File: config.mk
export PLATFORM = sky130hd
export DESIGN_NAME = vga_fb_arbiter
export DESIGN_NICKNAME = d
export VERILOG_FILES = /design/src/rtl/vga_fb_pkg.sv /design/src/rtl/vga_fb_fill_gen.sv /design/src/rtl/vga_fb_arbiter.sv
export SDC_FILE = /design/constraint.sdc
export NUM_CORES = 1
export LEC_CHECK = 0
export ABC_AREA = 1
export ABC_CLOCK_PERIOD_IN_PS = 1300
export CORE_MARGIN = 2
export CORE_UTILIZATION = 21
export DETAILED_ROUTE_END_ITERATION = 10
export GPL_ROUTABILITY_DRIVEN = 0
export HOLD_SLACK_MARGIN = 0.06
export PLACE_DENSITY = 0.89
export SETUP_SLACK_MARGIN = 0.2
export SYNTH_ARGS = -nofsm -noshare
export SYNTH_HDL_FRONTEND = slang
export SYNTH_SLANG_ARGS = --single-unit
File: constraint.sdc
create_clock -name CLK_50MHz -period 1.3 [get_ports CLK_50MHz]
set_clock_uncertainty 0.05 [all_clocks]
set_input_delay 0.13 -clock CLK_50MHz [delete_from_list [all_inputs] [get_ports CLK_50MHz]]
set_output_delay 0.13 -clock CLK_50MHz [all_outputs]
set_load 0.02 [all_outputs]
File: src/rtl/vga_fb_pkg.sv
// Shared types and widths for the VGA framebuffer arbiter.
// Pixel addresses are {row[5:0], col[6:0]} regardless of the visible size.
package vga_fb_pkg;

  localparam int COL_W  = 7;
  localparam int ROW_W  = 6;
  localparam int ADDR_W = ROW_W + COL_W;

  typedef struct packed {
    logic [ROW_W-1:0] row;
    logic [COL_W-1:0] col;
  } fb_addr_t;

  typedef enum logic {
    IDLE = 1'b0,
    FILL = 1'b1
  } fb_state_t;

  // True when the pixel lies inside the visible window.
  function automatic logic in_view(input fb_addr_t a,
                                   input logic [COL_W-1:0] cols,
                                   input logic [ROW_W-1:0] rows);
    return (a.col < cols) && (a.row < rows);
  endfunction

endpackage

File: src/rtl/vga_fb_fill_gen.sv
// Rectangle-fill address generator: walks the rectangle row-major,
// column wrapping back to the left bound at the end of each row.
// Bounds are captured on load so the command inputs may change afterwards.
module vga_fb_fill_gen
  import vga_fb_pkg::*;
(
  input  logic             clk,
  input  logic             rst_n,
  input  logic             load,
  input  logic             step,
  input  logic [COL_W-1:0] x0,
  input  logic [COL_W-1:0] x1,
  input  logic [ROW_W-1:0] y0,
  input  logic [ROW_W-1:0] y1,
  output fb_addr_t         addr,
  output logic             last
);

  logic [COL_W-1:0] col_q;
  logic [ROW_W-1:0] row_q;
  logic [COL_W-1:0] x0_q;
  logic [COL_W-1:0] x1_q;
  logic [ROW_W-1:0] y1_q;

  // Counter update: load the top-left corner, then advance one pixel per step.
  always_ff @(posedge clk or negedge rst_n) begin
    if (!rst_n) begin
      col_q <= '0;
      row_q <= '0;
      x0_q  <= '0;
      x1_q  <= '0;
      y1_q  <= '0;
    end else if (load) begin
      col_q <= x0;
      row_q <= y0;
      x0_q  <= x0;
      x1_q  <= x1;
      y1_q  <= y1;
    end else if (step) begin
      if (col_q == x1_q) begin
        col_q <= x0_q;
        row_q <= row_q + 1'b1;
      end else begin
        col_q <= col_q + 1'b1;
      end
    end
  end

  assign addr = {row_q, col_q};
  assign last = (col_q == x1_q) && (row_q == y1_q);

endmodule

File: src/rtl/vga_fb_arbiter.sv
// Framebuffer port-A arbiter between a CPU pixel port and a rectangle-fill
// engine. The fill engine is built only when VGA_FB_FILL_EN is defined;
// otherwise the FILL_* inputs are ignored and the CPU owns the port.
//
//   state | meaning
//   IDLE  | no fill running; FILL_START is sampled here
//   FILL  | fill running; one pixel per cycle the CPU does not take
module vga_fb_arbiter
  import vga_fb_pkg::*;
#(
  parameter int COLS = 80,
  parameter int ROWS = 60
) (
  input  logic              CLK_50MHz,
  input  logic              RST_N,
  input  logic              CPU_REQ,
  input  logic              CPU_WE,
  input  logic [ADDR_W-1:0] CPU_ADDR,
  input  logic [7:0]        CPU_WD,
  output logic [7:0]        CPU_RD,
  output logic              CPU_ACK,
  input  logic              FILL_START,
  input  logic [COL_W-1:0]  FILL_X0,
  input  logic [COL_W-1:0]  FILL_X1,
  input  logic [ROW_W-1:0]  FILL_Y0,
  input  logic [ROW_W-1:0]  FILL_Y1,
  input  logic [7:0]        FILL_COLOR,
  output logic              FILL_BUSY,
  output logic              FILL_DONE,
  output logic              FILL_ERR,
  output logic              FB_WE,
  output logic [ADDR_W-1:0] FB_WA,
  output logic [7:0]        FB_WD,
  input  logic [7:0]        FB_RD
);

  localparam logic [COL_W-1:0] COL_LIM = COL_W'(COLS);
  localparam logic [ROW_W-1:0] ROW_LIM = ROW_W'(ROWS);

  fb_addr_t   cpu_addr;
  logic       cpu_take;
  logic       cpu_hit;
  logic       cpu_grant;
  logic       fill_grant;
  fb_addr_t   fill_addr;
  logic [7:0] fill_color;

  // A request is taken only while no ack is showing, which also makes the
  // CPU step aside for one cycle after every grant (alternation with fill).
  assign cpu_addr  = fb_addr_t'(CPU_ADDR);
  assign cpu_take  = RST_N && CPU_REQ && !CPU_ACK;
  assign cpu_hit   = in_view(cpu_addr, COL_LIM, ROW_LIM);
  assign cpu_grant = cpu_take && cpu_hit;

  // CPU completion: ack the cycle after acceptance; off-screen reads return 0.
  always_ff @(posedge CLK_50MHz or negedge RST_N) begin
    if (!RST_N) begin
      CPU_ACK <= 1'b0;
      CPU_RD  <= 8'h00;
    end else begin
      CPU_ACK <= cpu_take;
      if (cpu_take) begin
        CPU_RD <= cpu_hit ? FB_RD : 8'h00;
      end
    end
  end

`ifdef VGA_FB_FILL_EN
  fb_state_t  state;
  fb_state_t  state_nxt;
  logic       fill_ok;
  logic       fill_load;
  logic       fill_step;
  logic       fill_last;
  logic       done_set;
  logic       err_set;
  logic [7:0] color_q;

  assign fill_ok = (FILL_X0 <= FILL_X1) && (FILL_Y0 <= FILL_Y1) &&
                   (FILL_X1 < COL_LIM) && (FILL_Y1 < ROW_LIM);

  vga_fb_fill_gen u_fill_gen (
    .clk   (CLK_50MHz),
    .rst_n (RST_N),
    .load  (fill_load),
    .step  (fill_step),
    .x0    (FILL_X0),
    .x1    (FILL_X1),
    .y0    (FILL_Y0),
    .y1    (FILL_Y1),
    .addr  (fill_addr),
    .last  (fill_last)
  );

  // Fill state register.
  always_ff @(posedge CLK_50MHz or negedge RST_N) begin
    if (!RST_N) begin
      state <= IDLE;
    end else begin
      state <= state_nxt;
    end
  end

  // Next state and fill-side port request; the CPU has priority in any cycle it is granted.
  always_comb begin
    state_nxt  = state;
    fill_load  = 1'b0;
    fill_step  = 1'b0;
    fill_grant = 1'b0;
    done_set   = 1'b0;
    err_set    = 1'b0;
    case (state)
      IDLE: begin
        if (FILL_START) begin
          if (fill_ok) begin
            fill_load = 1'b1;
            state_nxt = FILL;
          end else begin
            err_set = 1'b1;
          end
        end
      end
      FILL: begin
        if (!cpu_grant) begin
          fill_grant = 1'b1;
          fill_step  = 1'b1;
          if (fill_last) begin
            done_set  = 1'b1;
            state_nxt = IDLE;
          end
        end
      end
      default: state_nxt = IDLE;
    endcase
  end

  // Status pulses and the colour captured with the command.
  always_ff @(posedge CLK_50MHz or negedge RST_N) begin
    if (!RST_N) begin
      FILL_DONE <= 1'b0;
      FILL_ERR  <= 1'b0;
      color_q   <= 8'h00;
    end else begin
      FILL_DONE <= done_set;
      FILL_ERR  <= err_set;
      if (fill_load) begin
        color_q <= FILL_COLOR;
      end
    end
  end

  assign fill_color = color_q;
  assign FILL_BUSY  = (state == FILL);
`else
  logic unused_fill;
  assign unused_fill = ^{FILL_START, FILL_X0, FILL_X1, FILL_Y0, FILL_Y1, FILL_COLOR};
  assign fill_grant  = 1'b0;
  assign fill_addr   = '0;
  assign fill_color  = 8'h00;
  assign FILL_BUSY   = 1'b0;
  assign FILL_DONE   = 1'b0;
  assign FILL_ERR    = 1'b0;
`endif

  // Port A mux: CPU, fill, or nobody (write enable low).
  always_comb begin
    FB_WE = 1'b0;
    FB_WA = CPU_ADDR;
    FB_WD = CPU_WD;
    if (cpu_grant) begin
      FB_WE = CPU_WE;
    end else if (fill_grant) begin
      FB_WE = 1'b1;
      FB_WA = fill_addr;
      FB_WD = fill_color;
    end
  end

endmodule

==> impl_metrics.json, run 1 <==
{
  "rsz0062_at_grt": "true",
  "layout-drive-gt1-share_pct": 32.22,
  "antennaDiodeCount": 0,
  "start_util_pct": 21.75,
  "grt_util_all_layers_pct": 9.454,
  "fp.dieW_um": 56.98,
  "cts_inserted_buffers": 3,
  "setup_violations": 1,
  "end_kind": "output port",
  "intPower_uw": 555.4,
  "slew_violations": 0,
  "grt-ovfl-total": 0,
  "avgSynthCellArea_um2": 8.541,
  "path_class": "flop to output port",
  "core-area_um2": 2710,
  "fin_total_pwr_uw": 815.4,
  "cts_sinks": 9,
  "routedWlPerCell_um": 11.34,
  "hold_viol": 0,
  "ys_seq_area_share_pct": 38.22,
  "grt_max_degree": 10,
  "critPathMaxStageDelay_ps": 400,
  "io_buffers": 35,
  "drv_cap": 0,
  "switching_share_pct": 31.88,
  "drtAntennaViolNets": 0,
  "synth.distinct_cells": 12,
  "fin_cells": 121,
  "hold_class": "primary input to output port",
  "wirelength_mm": 1.372,
  "dp_hpwl_mm": 1.146,
  "grt_pass1_wl_mm": 2.318,
  "vias": 461,
  "p_comb_share_pct": 33.3,
  "worstPathMaxFanout": 2,
  "postCtsSetupBuffers": 0,
  "area_growth_pct": 39.28,
  "finalNetCount": 159,
  "period_share_pct": 103.1,
  "viasPerCell": 3.810,
  "cts_tree": "yes",
  "p_per_area_nw_per_um2": 993.5,
  "syn_inst": 69,
  "clk_latency_ps": 250,
  "die_area_um2": 3246,
  "drtPass1Iterations": 3,
  "whs_ps": 210.0,
  "drt_iter0_drc": 3,
  "cts_root_buffer": "clkbuf_4",
  "leakage_nw": 0.4212,
  "ys_ff_latch": 9,
  "outcome": "finished with violations",
  "cts.path.max_buffers": 2,
  "grt_pass1_vias": 524,
  "dp.cells": 117,
  "cts_hold_buf": 0,
  "pwr-share-seq_pct": 41.1,
  "critical_path_required_ps": 1120,
  "p_clk_share_pct": 25.6,
  "top_level_ports": 102,
  "vdd.ir_drop.worst_v": 0.0003898,
  "cts_max_level": 1,
  "syn_area_um2": 589.3,
  "postLayoutSetupSlackWorst_ps": -40.41,
  "place_ws_ps": -500.8,
  "clk_pin_slew_worst_paths_ps": 60,
  "drc": 0,
  "yosys_warnings": 0,
  "yosysTopAreaCell": "dfrtp_1",
  "cp_slowest_cell": "dfrtp_2",
  "chipHeight_um": 56.98,
  "p_sw_uw": 260.0,
  "crit_path_start_kind": "flop",
  "crit_chain": "inv_2 > nand3_4 > nor2_4 > nand2_2 > nor2_4 > buf_6",
  "rows": 19,
  "arrival_ps": 1160,
  "synth_top_area_share_pct": 38.22,
  "crit_path_frequent_cell": "nor2_4",
  "max_freq_mhz": 746.0,
  "synth_area_leaders": "dfrtp_1 (38%), buf_4 (31%), nand2_1 (11%), nand3_1 (6.8%), nand3_4 (3.0%)",
  "period_minus_slack_ps": 1340,
  "violations": "negative setup slack",
  "antenna_found_initial": 0
}
[critical path, delay by kind of cell, from the launching register on]
kind | cells | cell delay (ps)
simple gates | 4 | 330
buf+inv | 2 | 180
flops | 1 | 400
[state kept, by name, summed over array words and instances (netlist names)]
| signal | cells |
|---|---|
| CPU_RD | 8 |
| CPU_ACK | 1 |
[Yosys cell counts]
| cell | count |
|---|---|
| nand2_1 | 18 |
| nand3_4 | 1 |
| nand2_2 | 1 |
| nor2_4 | 1 |
| nor2_1 | 1 |
| o21ai_4 | 1 |
| nand3_1 | 8 |
| inv_1 | 3 |
| buf_4 | 24 |
| conb_1 | 1 |
| nor2_2 | 1 |
| dfrtp_1 | 9 |
[power by group through the flow]
stage	clock network (mW)	registers (mW)	logic (mW)
after floorplan	0	0.386	0.163
after global placement	0	0.339	0.308
after detailed placement	0	0.341	0.314
after CTS	0.227	0.337	0.293
after global routing	0.239	0.339	0.296
final	0.209	0.335	0.272
[cell families after synthesis]
| logic type | count (synthesis) | synth area share, % |
|---|---|---|
| AOI/OAI and AO/OA | 1 | 2.761 |
| buffers and inverters | 27 | 32.48 |
| DFF | 9 | 38.22 |
| other | 1 | 0.6363 |
| and+or+nand+nor | 31 | 25.90 |
[stage by stage]
step                TNS, ps  instance area [µm²]  utilization, %
finish               -40.41                820.8           30.29
global route         -102.8                820.8           30.29
CTS                  -70.08                859.6           31.72
detailed placement    -2033                842.1           31.07
global placement      -1752                842.1           31.07
floorplan                 0                603.1               -
[final cells by class]
cell class	instances	area, µm²
Inverter	3	11.26
Clock buffer	4	26.28
Fill cell	313	1889
Sequential cell	9	226.5
Tap cell	31	38.79
Multi-Input combinational cell	35	187.7
Timing Repair Buffer	39	330.3
[path summary, 6_finish.rpt]
kind | startpoint | to | slack [ps] | depth (start not counted)
setup / recovery | CPU_ACK$_DFF_PN0_ | FB_WE | -40 | 6
hold / removal | CPU_ADDR[2] | FB_WA[2] | 210 | 0
setup reg to reg | CPU_ACK$_DFF_PN0_ | CPU_RD[6]$_DFFE_PN0P_ | 260 | 6
hold reg to reg | CPU_RD[7]$_DFFE_PN0P_ | CPU_RD[7]$_DFFE_PN0P_ | 420 | 2
max in group asynchronous | RST_N | CPU_ACK$_DFF_PN0_ | 820 | 2
min in group asynchronous | RST_N | CPU_RD[7]$_DFFE_PN0P_ | 230 | 2
[what timing repair did]
item / in CTS / in global routing
gates resized for setup: 54 / 8
hold endpoints to repair: 0 / 0
setup endpoints to repair: 20 / 18
[placed cells by master (no fill, tap or decap), types with 2 or more instances in the layout]
cell,count
buf_4,4
conb_1,3
nand2_1,18
clkdlybuf4s15_1,2
buf_2,9
nand3_1,8
clkdlybuf4s15_2,2
clkbuf_4,3
nor2_4,2
dfrtp_1,8
clkbuf_2,2
inv_1,2
clkdlybuf4s50_1,17
[per-layer routing]
layer,global-route usage (%),wire (µm)
met5,0,0
met4,4.983,0
met3,4.535,140
met2,17.41,773
met1,8.427,458
(Power assumes the default switching activity.)
==> run 2: changes to the inputs <==
- ABC_CLOCK_PERIOD_IN_PS: 1300 -> 1250
- clock period: 1.3 -> 1.25 ns (I/O delays scaled with it)
==> run 2 against run 1 <==
The flow still finishes with violations (negative setup slack). Cell count up 0.83%. Hold slack worse by 10 ps. Utilization up 1.9 points. Via count up 3.3%. Clock-buffer cell count unchanged. Critical path depth unchanged. Routed wire length up 1.6%. First-iteration DRC count up 100%. Largest cell class unchanged. Highest routed layer is now met4.
==> impl_metrics.json, run 2 (same netlist as run 1, synthesis figures left out) <==
{
  "outcome": "finished with violations",
  "violations": "negative setup slack",
  "cp_slowest_cell": "dfrtp_2",
  "placed_area_um2": 842.1,
  "reg.largest.list": "CPU_RD (8), CPU_ACK (1)",
  "drtAntennaViolNets": 0,
  "crit_family": "flip-flops",
  "crit_buf_inv": 2,
  "chipHeight_um": 56.98,
  "switching_share_pct": 32.53,
  "cts_max_level": 1,
  "fp.dieW_um": 56.98,
  "die_area_um2": 3246,
  "antennaDiodeCount": 0,
  "p_per_area_nw_per_um2": 985.4,
  "slew_violations": 0,
  "rows": 19,
  "io_buffers": 35,
  "grt_pass1_wl_mm": 2.166,
  "period_minus_slack_ps": 1337,
  "regMostFlops": "CPU_RD",
  "cts_hold_buf": 0,
  "rsz0062_at_grt": "true",
  "layout-drive-gt1-share_pct": 41.76,
  "crit_chain": "inv_2 > nand3_4 > nor2_4 > nand2_2 > nor2_4 > buf_6",
  "critPathMaxStageDelay_ps": 400,
  "grt_util_all_layers_pct": 8.577,
  "finalNetCount": 160,
  "grt_pass1_vias": 516,
  "crit_path_frequent_cell": "nor2_4",
  "drc": 0,
  "intPower_uw": 580.7,
  "max_freq_mhz": 747.8,
  "hold_viol": 0,
  "start_util_pct": 21.75,
  "pwr-share-seq_pct": 40.5,
  "fin_cells": 122,
  "cts_sinks": 9,
  "cts_tree": "yes",
  "worstPathMaxFanout": 2,
  "drtPass1Iterations": 4,
  "hold_class": "primary input to output port",
  "dp_hpwl_mm": 1.112,
  "critical_path_required_ps": 1080,
  "crit_path_start_kind": "flop",
  "period_share_pct": 107.0,
  "drv_cap": 0,
  "cts_inserted_buffers": 3,
  "clk_pin_slew_worst_paths_ps": 60,
  "area_growth_pct": 48.20,
  "leakage_nw": 0.4441,
  "path_class": "flop to output port",
  "post-route-util_pct": 32.23,
  "top_level_ports": 102,
  "routedWlPerCell_um": 11.43,
  "setup_violations": 1,
  "vdd.ir_drop.worst_v": 0.0003930,
  "arrival_ps": 1160,
  "dp.cells": 117,
  "postLayoutSetupSlackWorst_ps": -87.17,
  "drt_iter0_drc": 6,
  "tns_ps": -87.17,
  "p_clk_share_pct": 25.5,
  "final_area_um2": 873.3,
  "vias": 476,
  "cts.path.max_buffers": 2,
  "viasPerCell": 3.902,
  "core-area_um2": 2710,
  "clk_latency_ps": 250,
  "wirelength_mm": 1.394,
  "fillers": 299,
  "largest_reg_flops": 8,
  "cts_root_buffer": "clkbuf_4",
  "end_kind": "output port",
  "grt_max_degree": 10,
  "grt-ovfl-total": 0,
  "whs_ps": 200.0,
  "antenna_found_initial": 0,
  "p_sw_uw": 279.9,
  "final_cell_mix": "nand2_1 (17), clkdlybuf4s50_1 (16), buf_2 (11)",
  "final_common_cell": "nand2_1",
  "p_comb_share_pct": 34.0
}
[run 2: cell types whose count changed in the layout (fill, tap and decap cells not counted), moves of 2 or more]
cell,previous run,this run
clkdlybuf4s15_2,2,4
nand3_2,0,5
buf_2,9,11
clkbuf_2,2,0
nand3_1,8,3
clkdlybuf4s15_1,2,0
[run 2: cell type report]
type | count | area (µm²) | area share, %
repair buffers | 40 | 350.3 | 40.11
inverters | 3 | 11.26 | 1.289
multi-input cells | 35 | 220.2 | 25.21
well taps | 31 | 38.79 | 4.441
flip-flops and latches | 9 | 226.5 | 25.93
clock buffers | 4 | 26.28 | 3.009
[run 2: what timing repair did]
action,CTS,global route
gates resized for setup,64,11
endpoints found under the hold margin,0,0
pin swaps,0,2
setup buffers,0,1
endpoints found under the setup margin,25,12
[run 2: final timing paths]
kind,start,endpoint,slack [ps],cells after the start
setup / recovery,CPU_ACK$_DFF_PN0_,FB_WE,-90,6
hold / removal,CPU_ADDR[2],FB_WA[2],200,0
setup reg to reg,CPU_ACK$_DFF_PN0_,CPU_RD[1]$_DFFE_PN0P_,130,7
hold reg to reg,CPU_RD[6]$_DFFE_PN0P_,CPU_RD[6]$_DFFE_PN0P_,430,2
max in group asynchronous,RST_N,CPU_ACK$_DFF_PN0_,800,2
min in group asynchronous,RST_N,CPU_RD[4]$_DFFE_PN0P_,210,2
[run 2: worst reg2reg max path: cells and delay by family, from the launching register on]
kind | cells | cell delay (ps)
simple gates | 4 | 310
buf+inv | 3 | 300
flops | 1 | 400
[run 2: layer usage]
metal	global-route usage (%)	wire (µm)
met5	0	0
met4	2.658	2
met3	3.628	126
met2	16.42	775
met1	8.192	489
[run 2: power groups by stage]
stage                     Combinational (mW)  Clock, mW  Sequential, mW
after CTS                              0.284      0.231           0.349
after global routing                   0.319      0.250           0.352
after global placement                 0.321          0           0.353
after floorplan                        0.170          0           0.401
final                                  0.293      0.219           0.348
after detailed placement               0.325          0           0.356
[run 2: metrics by stage]
step | total power [mW] | worst slack [ps]
2_1_floorplan | 0.5709 | 56.32
3_3_place_gp | 0.6737 | -539.5
3_5_place_dp | 0.6803 | -537.1
4_1_cts | 0.8639 | -110.7
5_1_grt | 0.9220 | -150.1
6_report | 0.8606 | -87.17
